## config.mk

```make
export PLATFORM = sky130hd
export DESIGN_NAME = rptr_handler
export DESIGN_NICKNAME = d
export VERILOG_FILES = /design/src/rtl/rptr_handler.sv
export SDC_FILE = /design/constraint.sdc
export NUM_CORES = 1
export LEC_CHECK = 0
export BUFFER_PORTS_ARGS = -buffer_cell sky130_fd_sc_hd__buf_4
export CAP_MARGIN = 30
export CORE_MARGIN = 8
export CORE_UTILIZATION = 25
export CTS_CLUSTER_DIAMETER = 150
export CTS_CLUSTER_SIZE = 40
export DETAILED_ROUTE_END_ITERATION = 8
export SYNTH_ARGS = -nofsm -noshare
export SYNTH_HDL_FRONTEND = slang
export SYNTH_SLANG_ARGS = --single-unit
```

## constraint.sdc

```tcl
create_clock -name rclk -period 2.45 [get_ports rclk]
set_clock_uncertainty 0.05 [all_clocks]
set_input_delay 0.49 -clock rclk [delete_from_list [all_inputs] [get_ports rclk]]
set_output_delay 0.49 -clock rclk [all_outputs]
set_load 0.02 [all_outputs]
```

## src/rtl/rptr_handler.sv

```systemverilog
// Read-domain pointer logic for an async FIFO: binary/Gray read pointers
// plus a registered empty flag computed from the post-read pointer.
module rptr_handler #(
  parameter int PTR_WIDTH = 3
) (
  input  logic               rclk,
  input  logic               rrst_n,
  input  logic               r_en,
  input  logic [PTR_WIDTH:0] g_wptr_sync,
  output logic [PTR_WIDTH:0] b_rptr,
  output logic [PTR_WIDTH:0] g_rptr,
  output logic               empty
);

  logic               rd;
  logic [PTR_WIDTH:0] b_next;
  logic [PTR_WIDTH:0] g_next;
  logic               empty_next;

  assign rd         = r_en & ~empty;
  assign b_next     = b_rptr + {{PTR_WIDTH{1'b0}}, rd};
  assign g_next     = (b_next >> 1) ^ b_next;
  // Full-width compare: the wrap bit separates "empty" from "one lap apart".
  assign empty_next = (g_next == g_wptr_sync);

  always_ff @(posedge rclk or negedge rrst_n) begin
    if (!rrst_n) begin
      b_rptr <= '0;
      g_rptr <= '0;
      empty  <= 1'b1;
    end else begin
      b_rptr <= b_next;
      g_rptr <= g_next;
      empty  <= empty_next;
    end
  end

endmodule

```

==> metrics.cfg <==
[grt]
grt_start_max_net_pins = 12
grt-ovfl-total = 0
grt_pass1_wl_mm = 1.58
track_usage_pct = 6.47
antenna_found_initial = 0
grt_pass1_vias = 339

[timing]
fin_crit_sh_pct = 85.5
max_freq_ghz = 0.477
finalSetupTns_ns = 0
rsz0062_at_grt = false
hold_ws_ns = 0.528
maxSlewHeadroom_pct = 76.8
hold_violations = 0
tightestPinTransition_ns = 0.348
fin_ws_ns = 0.355
setup_viol = 0
period_needed_ns = 2.10
maxSlewViolCount = 0

[drt]
wl_per_cell_um = 11.4
drc = 0
vias = 369
via_per_inst = 4.34
drtIter0Drc = 7
ant_nets = 0
finalWirelength_um = 972
dr.pass1.iters = 4

[synth]
synth_cell_types = 23
syn-num-nets = 52
synth.yosys.warnings = 0
synth_seq_cells = 8
syn_inst = 43
synth_edf_count = 0
synthArstFlopShare_pct = 100
synth_area_um2 = 458
seq_area_frac_synth_pct = 44.0
syn_area_per_cell_um2 = 10.6
ys.flop_type = dfrtp_1

[clocking]
cts-root-buf = clkbuf_4
cts_tree = done
numCtsBuffers = 3
cts_hold_buffers = 1
post_cts_buffers = 0
htree_levels = 1
clock_sinks = 8
clk_latency_ns = 0.26
ctsResizeCount = 0
clkTransAtPathRegs_ns = 0.06
clock_path_buffers = 2

[floorplan]
die_h_um = 58.8
die-area_um2 = 3460
initial_core_util_pct = 26.5
ios = 16
dieWidth_um = 58.8
rows = 15
core_um2 = 1730

[setup_path]
cp_data_arrival_time_ns = 2.20
r2r_slack_ns = 0.35
crit_top_cell = ha_1
worstReg2RegEnd = empty
end_kind = register
endpoint = empty
slowest_stage = dfstp_2
critPathLaunchType = register
worstPathRequired_ns = 2.55
worstPathCellList = nor2b_1, ha_1, ha_1, xnor2_2, xor2_1, mux2i_1, a311oi_1
worstRegToRegCells = 7
crit_start = empty
critPathMaxStageDelay_ns = 0.53
crit_type = register to register
path_delay_family = flip-flops
path_depth = 7
crit_path_max_fanout = 5
critPathBufInv = 0
rr_startpoint = empty

[cells_and_area]
num_antenna_cells = 0
area_growth_pct = 35.8
drive_above_1_share_pct = 33.3
layout.nets = 70
instances_no_fill = 85
final_util_pct = 36.0
nFillCells = 178
fin_area_um2 = 622

[placed_design]
placed_area_um2 = 586
port_buffers = 15
dpl_worst_slack_ns = 0.226
place_inst = 80
hpwl_um = 757
place.gp.congestion = 0.745

[status]
outcome = finished clean

[power]
power.density_nw_per_um2 = 1450
p_total_uw = 904
ir_worst_vdd_v = 0.000394
leakage_nw = 0.291

[worst_hold_path]
hold_class = input port to async pin

[run]
drv_cap = 0

==> state kept, by name, indices dropped and copies added (netlist names) <==
register	cells
b_rptr	4
g_rptr	3
empty	1
==> cell usage after synthesis (2+ instances only) <==
library cell  n  area (um^2)
xnor2_1       3         26.3
nand3_1       2         10.0
nand2_1       3         11.3
nor2_1        2         7.51
xor2_1        6         52.6
nor2b_1       2         12.5
a21o_1        2         15.0
dfrtp_1       7          175
ha_1          2         25.0
==> per-layer routing <==
metal  GRT usage, %  wire (um)  vias to the layer above
met2           8.57        431                       16
met4           9.56         29                        0
met3           2.83         93                        2
met1           6.21        418                      172
li1               -          -                      179
met5              0          0                        -
==> kinds of logic after synthesis <==
| kind of cell | synth area share [%] |
|---|---|
| flip-flops | 44.0 |
| XOR/XNOR | 20.8 |
| AND/OR/NAND/NOR | 13.4 |
| multiplexers | 2.19 |
| buffers and inverters | 4.37 |
| AO/OA/AOI/OAI | 9.84 |
| adder cells (fa/ha/maj) | 5.46 |
==> cells in the final DEF, fill, tap and decap left out <==
master,instances
o211ai_1,1
nand2_1,3
nand3_1,2
dfrtp_1,7
a311oi_1,1
xor2_1,6
clkbuf_1,1
buf_4,15
nand3b_1,1
mux2i_1,1
nor2_1,2
nor2b_1,2
a211o_1,1
xnor2_1,3
xnor2_2,1
dfstp_2,1
dlygate4sd3_1,1
and2_1,1
inv_1,1
nand4_1,1
ha_1,2
clkbuf_4,3
a21o_1,2
o21ai_0,1
==> cell type report <==
cell class                      instances  area, um^2  area share [%]
Clock buffer                            4        26.3            4.23
Multi-Input combinational cell         31         236            38.0
Tap cell                               25        31.3            5.03
Sequential cell                         8         201            32.4
Timing Repair Buffer                   16         123            19.7
Inverter                                1        3.75           0.604
==> worst min-delay path by stage <==
stage | start | to | slack, ns | cells after the start
after floorplan | rrst_n | b_rptr[0] | 0.14 | 0
after global routing | g_wptr_sync[2] | empty | 0.52 | 4
after CTS | g_wptr_sync[2] | empty | 0.51 | 4
after detailed placement | rrst_n | g_rptr[0] | 0.26 | 1
final | rrst_n | g_rptr[1] | 0.53 | 2
after global placement | rrst_n | g_rptr[0] | 0.26 | 1
==> power by group <==
| part | internal (mW) | leakage, nW | switching [mW] |
|---|---|---|---|
| Sequential | 0.203 | 0.0923 | 0.0690 |
| Combinational | 0.250 | 0.183 | 0.271 |
| Clock | 0.0625 | 0.0150 | 0.0481 |
==> worst reg2reg max path: cells and delay by family (launching register included) <==
| kind | cells | cell delay, ns |
|---|---|---|
| adder cells (fa/ha/maj) | 2 | 0.52 |
| XOR/XNOR | 2 | 0.48 |
| flip-flops | 1 | 0.53 |
| AND/OR/NAND/NOR | 1 | 0.04 |
| multiplexers | 1 | 0.09 |
| AO/OA/AOI/OAI | 1 | 0.28 |
Note: power is estimated with default switching activity, not from simulation.
